`src/rtl/lsb_mem_port_pkg.sv`:
```
// Shared definitions for lsb_mem_port: FSM states, access size codes and
// helpers for byte counts and alignment.
package lsb_mem_port_pkg;

   typedef enum logic [1:0] {
      IDLE  = 2'd0,
      ISSUE = 2'd1,
      DRAIN = 2'd2,
      RESP  = 2'd3
   } state_e;

   localparam logic [1:0] SZ_B = 2'd0;
   localparam logic [1:0] SZ_H = 2'd1;
   localparam logic [1:0] SZ_W = 2'd2;

   // Size code 3 is illegal and behaves as a word.
   function automatic logic [2:0] size_bytes(input logic [1:0] size);
      case (size)
         SZ_B:    return 3'd1;
         SZ_H:    return 3'd2;
         default: return 3'd4;
      endcase
   endfunction

   function automatic logic misaligned(input logic [1:0] size, input logic [1:0] addr_lo);
      case (size)
         SZ_B:    return 1'b0;
         SZ_H:    return addr_lo[0];
         default: return addr_lo != 2'b00;
      endcase
   endfunction

endpackage

```
`src/rtl/lsb_mem_port_load_assembler.sv`:
```
// Collects returned load bytes into little-endian slots and produces the
// extended load word, including a byte arriving in the current cycle.
module lsb_load_assembler
   import lsb_mem_port_pkg::*;
(
   input  logic        clk,
   input  logic        rst_n,
   input  logic        clear,
   input  logic        capture,
   input  logic [7:0]  byte_in,
   input  logic [2:0]  n_bytes,
   input  logic        sign_ext,
   output logic [31:0] word_next
);

   logic [7:0] slot [4];
   logic [7:0] merged [4];
   logic [1:0] r;
   logic [1:0] top_idx;
   logic [7:0] top_byte;
   logic [7:0] fill;

   always_ff @(posedge clk or negedge rst_n) begin
      if (!rst_n) begin
         r <= 2'd0;
         for (int i = 0; i < 4; i++) slot[i] <= 8'h00;
      end else if (clear) begin
         r <= 2'd0;
         for (int i = 0; i < 4; i++) slot[i] <= 8'h00;
      end else if (capture) begin
         slot[r] <= byte_in;
         r       <= r + 2'd1;
      end
   end

   assign top_idx = 2'(n_bytes - 3'd1);

   // Merge the in-flight byte so the caller can register the final word on
   // the same edge that captures the last return.
   always_comb begin
      for (int i = 0; i < 4; i++) merged[i] = slot[i];
      if (capture) merged[r] = byte_in;
      top_byte  = merged[top_idx];
      fill      = (sign_ext && top_byte[7]) ? 8'hFF : 8'h00;
      word_next = '0;
      for (int i = 0; i < 4; i++) begin
         word_next[8*i +: 8] = (3'(i) < n_bytes) ? merged[i] : fill;
      end
   end

endmodule

```
`src/rtl/lsb_mem_port.sv`:
```
// Byte-serial load/store initiator for the LSB port of mem_controller.
// Optional misalignment trap: define LSB_MEM_PORT_MISALIGN_CHECK_EN.
module lsb_mem_port
   import lsb_mem_port_pkg::*;
#(
   parameter int ADDR_W = 32
) (
   input  logic              clk_in,
   input  logic              rst_n_in,
   input  logic              req_valid,
   output logic              req_ready,
   input  logic              req_wr,
   input  logic [1:0]        req_size,
   input  logic              req_signed,
   input  logic [ADDR_W-1:0] req_addr,
   input  logic [31:0]       req_wdata,
   input  logic              flush_in,
   output logic              resp_valid,
   output logic [31:0]       resp_rdata,
   output logic              resp_err,
   output logic              lsb_en,
   output logic              lsb_wr,
   output logic [ADDR_W-1:0] lsb_addr,
   output logic [7:0]        lsb_data,
   input  logic [7:0]        lsb_read_data,
   input  logic              lsb_valid,
   output logic [1:0]        dbg_state
);

   state_e      state;
   logic        wr_q;
   logic        sgn_q;
   logic [31:0] wdata_q;
   logic [2:0]  n_q;
   logic [1:0]  k;
   logic [1:0]  k_next;
   logic        accept;
   logic        flush_load;
   logic        capture;
   logic [31:0] load_word;

   assign dbg_state  = state;
   assign k_next     = k + 2'd1;
   // A flush on the accept cycle wins, so the request simply waits.
   assign accept     = (state == IDLE) && req_valid && !flush_in;
   assign flush_load = flush_in && !wr_q && ((state == ISSUE) || (state == DRAIN));
   assign capture    = lsb_valid && !wr_q && ((state == ISSUE) || (state == DRAIN));

`ifdef LSB_MEM_PORT_MISALIGN_CHECK_EN
   logic err_q;
   assign resp_err = err_q;
`else
   assign resp_err = 1'b0;
`endif

   always_ff @(posedge clk_in or negedge rst_n_in) begin
      if (!rst_n_in) begin
         state      <= IDLE;
         req_ready  <= 1'b1;
         resp_valid <= 1'b0;
         resp_rdata <= '0;
         lsb_en     <= 1'b0;
         lsb_wr     <= 1'b0;
         lsb_addr   <= '0;
         lsb_data   <= '0;
         wr_q       <= 1'b0;
         sgn_q      <= 1'b0;
         wdata_q    <= '0;
         n_q        <= 3'd1;
         k          <= 2'd0;
`ifdef LSB_MEM_PORT_MISALIGN_CHECK_EN
         err_q      <= 1'b0;
`endif
      end else begin
         resp_valid <= 1'b0;
`ifdef LSB_MEM_PORT_MISALIGN_CHECK_EN
         err_q      <= 1'b0;
`endif
         case (state)
            IDLE: begin
               if (accept) begin
                  req_ready <= 1'b0;
                  wr_q      <= req_wr;
                  sgn_q     <= req_signed;
                  wdata_q   <= req_wdata;
                  n_q       <= size_bytes(req_size);
                  k         <= 2'd0;
`ifdef LSB_MEM_PORT_MISALIGN_CHECK_EN
                  if (misaligned(req_size, req_addr[1:0])) begin
                     state      <= RESP;
                     resp_valid <= 1'b1;
                     resp_rdata <= '0;
                     err_q      <= 1'b1;
                  end else begin
`else
                  begin
`endif
                     state    <= ISSUE;
                     lsb_en   <= 1'b1;
                     lsb_wr   <= req_wr;
                     lsb_addr <= req_addr;
                     lsb_data <= req_wdata[7:0];
                  end
               end
            end
            ISSUE: begin
               if (flush_load) begin
                  state     <= IDLE;
                  req_ready <= 1'b1;
                  lsb_en    <= 1'b0;
                  lsb_wr    <= 1'b0;
               end else if ({1'b0, k} == n_q - 3'd1) begin
                  lsb_en <= 1'b0;
                  lsb_wr <= 1'b0;
                  if (wr_q) begin
                     state      <= RESP;
                     resp_valid <= 1'b1;
                     resp_rdata <= '0;
                  end else begin
                     state <= DRAIN;
                  end
               end else begin
                  k        <= k_next;
                  lsb_addr <= lsb_addr + ADDR_W'(1);
                  lsb_data <= wdata_q[{k_next, 3'b000} +: 8];
               end
            end
            DRAIN: begin
               if (flush_load) begin
                  state     <= IDLE;
                  req_ready <= 1'b1;
               end else begin
                  state      <= RESP;
                  resp_valid <= 1'b1;
                  resp_rdata <= load_word;
               end
            end
            RESP: begin
               state     <= IDLE;
               req_ready <= 1'b1;
            end
            default: begin
               state     <= IDLE;
               req_ready <= 1'b1;
            end
         endcase
      end
   end

   lsb_load_assembler u_asm (
      .clk       (clk_in),
      .rst_n     (rst_n_in),
      .clear     (accept || flush_load),
      .capture   (capture),
      .byte_in   (lsb_read_data),
      .n_bytes   (n_q),
      .sign_ext  (sgn_q),
      .word_next (load_word)
   );

endmodule
```
`config.mk`:
```
export PLATFORM = sky130hd
export DESIGN_NAME = lsb_mem_port
export DESIGN_NICKNAME = d
export VERILOG_FILES = /design/src/rtl/lsb_mem_port_pkg.sv /design/src/rtl/lsb_mem_port_load_assembler.sv /design/src/rtl/lsb_mem_port.sv
export SDC_FILE = /design/constraint.sdc
export NUM_CORES = 1
export LEC_CHECK = 0
export BUFFER_PORTS_ARGS = -buffer_cell sky130_fd_sc_hd__buf_4
export CAP_MARGIN = 20
export CELL_PAD_IN_SITES_DETAIL_PLACEMENT = 2
export CELL_PAD_IN_SITES_GLOBAL_PLACEMENT = 2
export CORE_ASPECT_RATIO = 1.5
export CORE_MARGIN = 2
export CORE_UTILIZATION = 36
export CTS_BUF_LIST = sky130_fd_sc_hd__clkbuf_4 sky130_fd_sc_hd__clkbuf_8
export CTS_CLUSTER_DIAMETER = 50
export DETAILED_ROUTE_END_ITERATION = 10
export HOLD_SLACK_MARGIN = 0.03
export PLACE_DENSITY_LB_ADDON = 0.1
export SKIP_CTS_REPAIR_TIMING = 1
export SLEW_MARGIN = 0
export SYNTH_ARGS = -nofsm -noshare
export SYNTH_HDL_FRONTEND = slang
export SYNTH_SLANG_ARGS = --single-unit
```
`constraint.sdc`:
```
create_clock -name clk_in -period 3.35 [get_ports clk_in]
set_clock_uncertainty 0.2 [all_clocks]
set_input_delay 0.5025 -clock clk_in [delete_from_list [all_inputs] [get_ports clk_in]]
set_output_delay 0.5025 -clock clk_in [all_outputs]
set_load 0.05 [all_outputs]
```
==> impl_metrics.ini, run 1 <==
[critical_path]
reg2reg_setup_slack_ps = 350
r2r_end = lsb_addr[20]
critPathLaunchType = flip-flop
slowest_delay_ps = 670
path_cells = inv_1, ha_1, xor2_1, nand3_1, nand3_1, or4_1, nand3_1
timing.critical_path.to_type = flip-flop
critPathMostFrequentCell = sky130_fd_sc_hd__nand3_1
worst_ep_arrival_time_ps = 3210
worst_r2r_startpoint = n_q[0]
setup.worst_path.class = flip-flop to flip-flop
worstPathRequired_ps = 3550
r2r_cells = 7
critical-path-slowest-cell = sky130_fd_sc_hd__dfstp_2
critPathMaxFanout = 11

[sta]
max_slew_margin = 0.513
worst_pin_slew_ps = 726
fmax_ghz = 0.333
unrepaired_setup_endpoints_after_global_routing = false
timing_max_transition_violations_final = 0
timing.final.setup_violations = 0
timing.final.ws_setup_ps = 346
timing.setup.tns_ps = 0
timing.final.crit_period_ps = 3000
finalHoldViolCount = 0
layout_worst_path_cycle_share = 0.897

[synthesis]
share_of_async_settable_or_async_resettable_flops_after_synthesis = 1.00
synth.yosys.seq_area_share = 0.497
synth_cell_type_count = 80
postSynthNetCount = 782
flip_flop_cell_with_the_highest_count_after_synthesis = sky130_fd_sc_hd__dfrtp_1
yosys_register_bits = 151
avgSynthCellArea_sq_um = 11.0
post_synthesis_cell_count = 690
synth-edff-count = 0
synth.cell_area_sq_mm = 0.00760
ys_warn_count = 0

[place]
gp_weighted_congestion = 0.849
dp_hpwl_mm = 19.1
pre_cts_ws_ps = 205
place.port_buffers = 158

[clock_network]
tritoncts = built
cts.htree.levels = 4
clock-sinks = 151
total_clock_buffers_created_by_cts = 17
clock_insertion_delay_worst_skew_ps = 480
cts_root_buffer = sky130_fd_sc_hd__clkbuf_8
path_clk_slew_ps = 90
clock_tree.buffer_depth = 2

[route]
detail_route.drc_violations = 0
routed-via-count = 6276
drt_pre_antenna_iters = 4
drt_first_iter_violations = 256
routedWlPerCell_um = 22.7
drt-total-wl_mm = 25.7
route.antenna.remaining_nets = 0
vias_per_cell = 5.54

[floorplanning]
io_pins = 160
die_outline_area_sq_mm = 0.0223
core.rowCount = 65
initial_core_util = 0.364
die_w_um = 123
die_y_um = 182
core_area_sq_mm = 0.0209

[worst_hold_path]
worst_hold_startpoint = req_addr[24]
worstHoldPathCells = 3
min-delay-path-class = input pin to flip-flop
hold-path-endpoint = lsb_addr[24]

[run]
drv_cap = 0

[run_status]
status = complete, no violations

[cells_and_area]
most_common_cell_after_layout_fill_and_taps_aside = sky130_fd_sc_hd__buf_4
filler_cell_count = 2171
finalNetCount = 944
multiInputGateArea_sq_mm = 0.00357
seq_area_sq_mm = 0.00378
layout-area-overhead-vs-synth_pct = 25.5
diodes = 0
layout_cell_share_with_drive_strength_beyond_1 = 0.333
final_cell_mix = sky130_fd_sc_hd__buf_4, sky130_fd_sc_hd__dfrtp_1, sky130_fd_sc_hd__nand2_1
utilization = 0.457

[power]
power.ir.vdd_worst_mv = 0.457
post-layout-total-power_mw = 10.1
total_leakage_power_nw = 4.60
p_per_area_mw_per_mm2 = 1060

[global_route]
global_route_wire_length_before_repair_mm = 40.5
vias_in_the_first_global_route = 7088
maximum_number_of_pins_on_one_net_before_global_route_repair = 54
antenna_violations_before_repair = 0
overflow = 0
global_route.usage.total = 0.239
==> per-stage QoR <==
| stage | instance area, sq um | hold slack, ps | instances |
|---|---|---|---|
| floorplan | 7600 | 6.91 | 690 |
| global placement | 9110 | 276 | 1096 |
| detailed placement | 9110 | 272 | 1096 |
| CTS | 9490 | -206 | 1128 |
| global route | 9540 | 30.8 | 1133 |
| finish | 9540 | 43.6 | 1133 |
==> registers in the layout, indices dropped and copies added (netlist names) <==
register	count
lsb_addr	32
u_asm.slot	32
lsb_wr	1
lsb_en	1
req_ready	1
n_q	3
lsb_data	8
resp_valid	1
wdata_q	32
sgn_q	1
wr_q	1
k	2
resp_rdata	32
dbg_state	2
u_asm.r	2
==> metal layers <==
metal  track usage  share of wire  vias to the layer above
met3        0.0443          0.033                       36
li1              -              -                     2865
met5             0              0                        -
met2         0.449           0.57                      138
met1         0.262           0.38                     3237
met4        0.0832          0.023                        0
==> synthesized netlist by cell type, types with 10 or more instances <==
cell type                  count  area [sq um]
sky130_fd_sc_hd__nor3_1       15          75.1
sky130_fd_sc_hd__dfrtp_1     149          3730
sky130_fd_sc_hd__nand2_1      66           248
sky130_fd_sc_hd__mux2_2       35           394
sky130_fd_sc_hd__nor2_1       50           188
sky130_fd_sc_hd__clkbuf_1     22          82.6
sky130_fd_sc_hd__o22ai_1      10          62.6
sky130_fd_sc_hd__nand3_1      27           135
sky130_fd_sc_hd__inv_1        11          41.3
sky130_fd_sc_hd__ha_1         11           138
sky130_fd_sc_hd__o211ai_1     19           143
sky130_fd_sc_hd__mux2i_1      47           470
sky130_fd_sc_hd__o21ai_0      22           110
sky130_fd_sc_hd__a21oi_1      24           120
==> how the worst max path moves through the flow <==
stage	end	slack [ps]	from
after floorplan	resp_rdata[0]	600	dbg_state[0]
after global placement	lsb_addr[28]	360	n_q[0]
after detailed placement	lsb_addr[30]	200	n_q[0]
after CTS	lsb_addr[30]	180	n_q[0]
after global routing	lsb_addr[5]	140	n_q[0]
final	lsb_addr[20]	350	n_q[0]
==> where the power goes <==
group          switching, mW  leakage (nW)  internal [mW]
registers              0.751          1.92           2.57
logic                   3.48          2.49           1.93
clock network          0.755         0.193          0.633
==> kinds of logic after synthesis <==
group,Yosys count,share of synthesized area
AND/OR/NAND/NOR,233,0.167
flip-flops,151,0.497
AO/OA/AOI/OAI,146,0.141
multiplexers,90,0.137
buffers and inverters,54,0.0346
adder cells (fa/ha/maj),11,0.0181
XOR/XNOR,4,0.00461
other,1,0.000493
==> layout make-up <==
cell class              count  share of cell area
repair buffers            185               0.150
well taps                 268              0.0351
inverters                  12             0.00472
clock inverters            13              0.0127
clock buffers              19              0.0274
multi-input cells         485               0.374
flip-flops and latches    151               0.396
==> worst max-delay path, delay by kind of cell (launching register included) <==
family,cells,cell delay (ps)
and+or+nand+nor,4,1310
DFF,1,670
xor gates and xnor gates,1,210
buffers and inverters,1,140
adders and majority gates,1,410
Power figures use the tool's default switching activity.
==> inputs of run 2 (changes only) <==
--- a/config.mk
+++ b/config.mk
@@ -5,7 +5,7 @@
 export SDC_FILE = /design/constraint.sdc
 export NUM_CORES = 1
 export LEC_CHECK = 0
-export BUFFER_PORTS_ARGS = -buffer_cell sky130_fd_sc_hd__buf_4
+export BUFFER_PORTS_ARGS = -buffer_cell sky130_fd_sc_hd__buf_2
 export CAP_MARGIN = 20
 export CELL_PAD_IN_SITES_DETAIL_PLACEMENT = 2
 export CELL_PAD_IN_SITES_GLOBAL_PLACEMENT = 2
@@ -16,6 +16,7 @@
 export CTS_CLUSTER_DIAMETER = 50
 export DETAILED_ROUTE_END_ITERATION = 10
 export HOLD_SLACK_MARGIN = 0.03
+export MAX_ROUTING_LAYER = met4
 export PLACE_DENSITY_LB_ADDON = 0.1
 export SKIP_CTS_REPAIR_TIMING = 1
 export SLEW_MARGIN = 0
==> run 2 against run 1 <==
Sequential power about the same. Die area unchanged. Power decreased by 2.4%. Cell count increased by 0.26%. Combinational power decreased by 4.3%. Sequential cell count unchanged. Via count increased by 1.0%. Cell area decreased by 4.1%. Clock-buffer cell count decreased by 2. Global-route usage increased by 0.91 points. Non-clock buffer count increased by 1.
==> impl_metrics.ini, run 2 (synthesized netlist as in run 1, its figures left out) <==
[global_route]
grt_use_met3 = 0.0433
global_route.usage.total = 0.248
overflow = 0
antenna_violations_before_repair = 2
vias_in_the_first_global_route = 7203
grt_met1_use = 0.268
maximum_number_of_pins_on_one_net_before_global_route_repair = 68
global_route.peak_usage_layer = met2
grt_use_met2 = 0.447
global_route_wire_length_before_repair_mm = 40.7

[floorplanning]
io_pins = 160
core_area_sq_mm = 0.0209
die_outline_area_sq_mm = 0.0223
die_y_um = 182
die_w_um = 123
initial_core_util = 0.364
core.rowCount = 65

[power]
total_leakage_power_nw = 4.49
power.ir.vdd_worst_mv = 0.494
p_per_area_mw_per_mm2 = 1080

[place]
gp_weighted_congestion = 0.843
place.port_buffers = 158
dp_hpwl_mm = 19.2

[sta]
timing.setup.tns_ps = 0
max_slew_margin = 0.377
unrepaired_setup_endpoints_after_global_routing = false
fmax_ghz = 0.348
worst_pin_slew_ps = 935
timing_max_transition_violations_final = 0
timing.final.crit_period_ps = 2880
layout_worst_path_cycle_share = 0.859
finalHoldViolCount = 0
timing.final.setup_violations = 0

[cells_and_area]
final_cell_mix = sky130_fd_sc_hd__buf_2, sky130_fd_sc_hd__dfrtp_1, sky130_fd_sc_hd__nand2_1
most_common_cell_after_layout_fill_and_taps_aside = sky130_fd_sc_hd__buf_2
layout-area-overhead-vs-synth_pct = 20.3
filler_cell_count = 2183
utilization = 0.438
layout_cell_share_with_drive_strength_beyond_1 = 0.334
finalNetCount = 945

[critical_path]
setup.worst_path.class = flip-flop to flip-flop
timing.critical_path.to_type = flip-flop
critPathLaunchType = flip-flop
critPathMaxFanout = 22
crit_start = dbg_state[0]
worstPathRequired_ps = 3540
worst_ep_arrival_time_ps = 3070
worst_r2r_startpoint = dbg_state[0]

[run]
drv_cap = 0

[route]
drt_pre_antenna_iters = 4
detail_route.drc_violations = 0
route.antenna.remaining_nets = 0
routedWlPerCell_um = 22.5
routed-via-count = 6341
drt_first_iter_violations = 295
drt-total-wl_mm = 25.5
vias_per_cell = 5.58

[clock_network]
cts_root_buffer = sky130_fd_sc_hd__clkbuf_8
tritoncts = built
cts.htree.levels = 4
clock-sinks = 151
total_clock_buffers_created_by_cts = 17
clock_insertion_delay_worst_skew_ps = 480
path_clk_slew_ps = 90
clock_tree.buffer_depth = 2

[worst_hold_path]
worst_hold_startpoint = req_addr[17]
min-delay-path-class = input pin to flip-flop

[run_status]
status = complete, no violations
==> run 2: metal layers <==
metal	wire length, um	up-vias
met2	14600	162
met1	9290	3272
met3	944	41
met4	677	0
li1	-	2866
met5	0	-
==> run 2: worst paths after layout <==
kind	endpoint	slack, ps	cells after the start
max reg2reg	lsb_addr[28]	470	7
min reg2reg	resp_rdata[5]	290	1
min in group asynchronous	lsb_addr[29]	370	2
max	lsb_addr[28]	470	7
min	lsb_addr[17]	30	3
max in group asynchronous	req_ready	1690	3
==> run 2: metrics by stage <==
| step | instance area, sq um | total power, mW | setup WS [ps] | hold slack [ps] | instances |
|---|---|---|---|---|---|
| floorplan | 7600 | 7.01 | 596 | 6.91 | 690 |
| global placement | 8720 | 8.25 | 571 | 268 | 1098 |
| detailed placement | 8720 | 8.54 | 392 | 271 | 1098 |
| CTS | 9100 | 9.99 | 406 | -186 | 1130 |
| global route | 9150 | 10.6 | 148 | 30.2 | 1136 |
| finish | 9150 | 9.88 | 474 | 28.9 | 1136 |
==> run 2: power by group <==
part,internal [mW],switching (mW)
Clock,0.660,0.748
Combinational,1.68,3.50
Sequential,2.57,0.719
Total,4.91,4.97
==> run 2: worst max-delay path, stage by stage, from the launching register on <==
cell and delay, ps:
sky130_fd_sc_hd__dfrtp_1 400, sky130_fd_sc_hd__inv_1 150, sky130_fd_sc_hd__ha_1 390, sky130_fd_sc_hd__nand3b_1 240, sky130_fd_sc_hd__o31ai_4 180, sky130_fd_sc_hd__and2_1 820, sky130_fd_sc_hd__o22ai_1 160, sky130_fd_sc_hd__a211oi_1 250
==> run 2: cell type report <==
class	instances	area [sq um]	share of cell area
Sequential cell	151	3780	0.413
Multi-Input combinational cell	485	3570	0.390
Timing Repair Buffer	186	1030	0.113
Tap cell	268	335	0.0366
Clock buffer	17	234	0.0256
Clock inverter	15	151	0.0165
Inverter	12	45.0	0.00492
Antenna cell	2	5.00	0.000547
==> inputs of run 3 (changes only) <==
--- a/config.mk
+++ b/config.mk
@@ -10,7 +10,7 @@
 export CELL_PAD_IN_SITES_DETAIL_PLACEMENT = 2
 export CELL_PAD_IN_SITES_GLOBAL_PLACEMENT = 2
 export CORE_ASPECT_RATIO = 1.5
-export CORE_MARGIN = 2
+export CORE_MARGIN = 5
 export CORE_UTILIZATION = 36
 export CTS_BUF_LIST = sky130_fd_sc_hd__clkbuf_4 sky130_fd_sc_hd__clkbuf_8
 export CTS_CLUSTER_DIAMETER = 50
==> run 3 against run 2 <==
Register-to-register slack lost 230 ps. Critical path depth is the same. Sequential power is essentially flat. Combinational power is essentially flat. First-iteration DRC count grew 2.7%. Clock-buffer cell count grew 5. Global-route usage shrank 2.8 points. Power grew 0.17%. Critical endpoint is now lsb_addr[29]. Highest routed layer unchanged.
==> impl_metrics.ini, run 3 (synthesized netlist as in run 1, its figures left out) <==
[sta]
timing.setup.tns_ps = 0
timing.final.setup_violations = 0
finalHoldViolCount = 0
unrepaired_setup_endpoints_after_global_routing = false
max_slew_margin = 0.322
timing.final.crit_period_ps = 3110
final.hold.worst_slack_ps = 56.3
timing_max_transition_violations_final = 0
fmax_ghz = 0.322
layout_worst_path_cycle_share = 0.928
worst_pin_slew_ps = 1020

[floorplanning]
die_w_um = 129
core.rowCount = 65
die_outline_area_sq_mm = 0.0242
die_y_um = 188
io_pins = 160
core_area_sq_mm = 0.0209
initial_core_util = 0.364

[route]
route.antenna.remaining_nets = 0
vias_per_cell = 5.54
routedWlPerCell_um = 22.5
detail_route.drc_violations = 0
drt_first_iter_violations = 303
drt_pre_antenna_iters = 4
drt-total-wl_mm = 25.6
routed-via-count = 6294

[critical_path]
r2r_cells = 7
worst_ep_arrival_time_ps = 3260
critPathLaunchType = flip-flop
worstPathRequired_ps = 3500
setup.worst_path.class = flip-flop to flip-flop
critPathMaxFanout = 22
timing.critical_path.to_type = flip-flop

[power]
power.ir.vdd_worst_mv = 0.550
power.sequential.fraction = 0.332
share_clk_of_total_power = 0.147
p_per_area_mw_per_mm2 = 1080
total_leakage_power_nw = 4.49
share_comb_of_total_power = 0.521
net-switching-power_mw = 4.92
power_switching_share = 0.498
p_int_mw = 4.97

[clock_network]
tritoncts = built
total_clock_buffers_created_by_cts = 17
path_clk_slew_ps = 90
cts_root_buffer = sky130_fd_sc_hd__clkbuf_8
clock_insertion_delay_worst_skew_ps = 450
clock_tree.buffer_depth = 2
clock-sinks = 151
cts.htree.levels = 4

[global_route]
antenna_violations_before_repair = 6
overflow = 0
global_route_wire_length_before_repair_mm = 40.5
maximum_number_of_pins_on_one_net_before_global_route_repair = 61
vias_in_the_first_global_route = 7262
global_route.usage.total = 0.221

[place]
detailed_place.area_sq_mm = 0.00870
dp_hpwl_mm = 19.2
place.port_buffers = 158
dp.cells = 1096
gp_weighted_congestion = 0.852

[cells_and_area]
finalNetCount = 942
filler_cell_count = 2254
most_common_cell_after_layout_fill_and_taps_aside = sky130_fd_sc_hd__buf_2
finish.instance_area_sq_mm = 0.00915
layout-area-overhead-vs-synth_pct = 20.4
finalNonFillerCells = 1137
final_cell_mix = sky130_fd_sc_hd__buf_2, sky130_fd_sc_hd__dfrtp_1, sky130_fd_sc_hd__nand2_1
layout_cell_share_with_drive_strength_beyond_1 = 0.333

[run]
drv_cap = 0

[worst_hold_path]
worstHoldPathCells = 3
min-delay-path-class = input pin to flip-flop

[run_status]
status = complete, no violations
[run 3: cell types whose count changed in the layout (fill, tap and decap cells not counted)]
cell / previous run / this run
sky130_fd_sc_hd__clkinv_4: 0 / 1
sky130_fd_sc_hd__clkinvlp_4: 6 / 3
sky130_fd_sc_hd__inv_6: 3 / 2
sky130_fd_sc_hd__buf_4: 23 / 21
sky130_fd_sc_hd__clkbuf_8: 17 / 19
sky130_fd_sc_hd__dlygate4sd3_1: 4 / 3
sky130_fd_sc_hd__diode_2: 2 / 6
sky130_fd_sc_hd__clkinv_2: 4 / 2
sky130_fd_sc_hd__clkbuf_4: 0 / 3
[run 3: power by group through the flow]
| stage | Sequential, mW | Combinational (mW) | Clock [mW] |
|---|---|---|---|
| after floorplan | 4.51 | 2.50 | 0 |
| after global placement | 3.25 | 5.00 | 0 |
| after detailed placement | 3.32 | 5.21 | 0 |
| after CTS | 3.29 | 5.23 | 1.50 |
| after global routing | 3.41 | 5.56 | 1.58 |
| final | 3.29 | 5.15 | 1.45 |
[run 3: final cells by class]
| class | count | area (sq um) | share of cell area |
|---|---|---|---|
| Antenna cell | 6 | 15.0 | 0.00164 |
| Clock buffer | 22 | 284 | 0.0310 |
| Clock inverter | 10 | 119 | 0.0130 |
| Inverter | 12 | 45.0 | 0.00492 |
| Multi-Input combinational cell | 485 | 3570 | 0.390 |
| Sequential cell | 151 | 3780 | 0.413 |
| Tap cell | 268 | 335 | 0.0366 |
| Timing Repair Buffer | 183 | 1000 | 0.110 |
[run 3: through the flow]
stage	utilization	power, mW	setup WS, ps
3_3_place_gp	0.416	8.25	356
5_1_grt	0.438	10.5	39.4
3_5_place_dp	0.416	8.53	212
6_report	0.438	9.90	242
4_1_cts	0.436	10.0	202
2_1_floorplan	-	7.01	596
[run 3: per-layer routing]
layer | vias to the layer above | wire (um) | track usage
met1 | 3239 | 9840 | 0.235
li1 | 2861 | - | -
met5 | - | 0 | -
met4 | 0 | 699 | 0.0784
met3 | 39 | 861 | 0.0413
met2 | 155 | 14200 | 0.400
[run 3: path summary, 6_finish.rpt]
kind                            slack, ps     startpoint             to
worst min-delay path                   60   req_addr[17]   lsb_addr[17]
max in group asynchronous            1770       rst_n_in    wdata_q[28]
worst max register to register        240         n_q[0]   lsb_addr[29]
worst min register to register        290  resp_rdata[4]  resp_rdata[4]
worst max-delay path                  240         n_q[0]   lsb_addr[29]
min in group asynchronous             400       rst_n_in   lsb_addr[20]
[run 3: worst max-delay path, cell delays in order, from the launching register on]
cell and delay (ps):
sky130_fd_sc_hd__dfstp_2 660, sky130_fd_sc_hd__inv_1 140, sky130_fd_sc_hd__ha_1 390, sky130_fd_sc_hd__xor2_1 200, sky130_fd_sc_hd__nand4_2 160, sky130_fd_sc_hd__and2_1 820, sky130_fd_sc_hd__o22ai_1 180, sky130_fd_sc_hd__a211oi_1 250
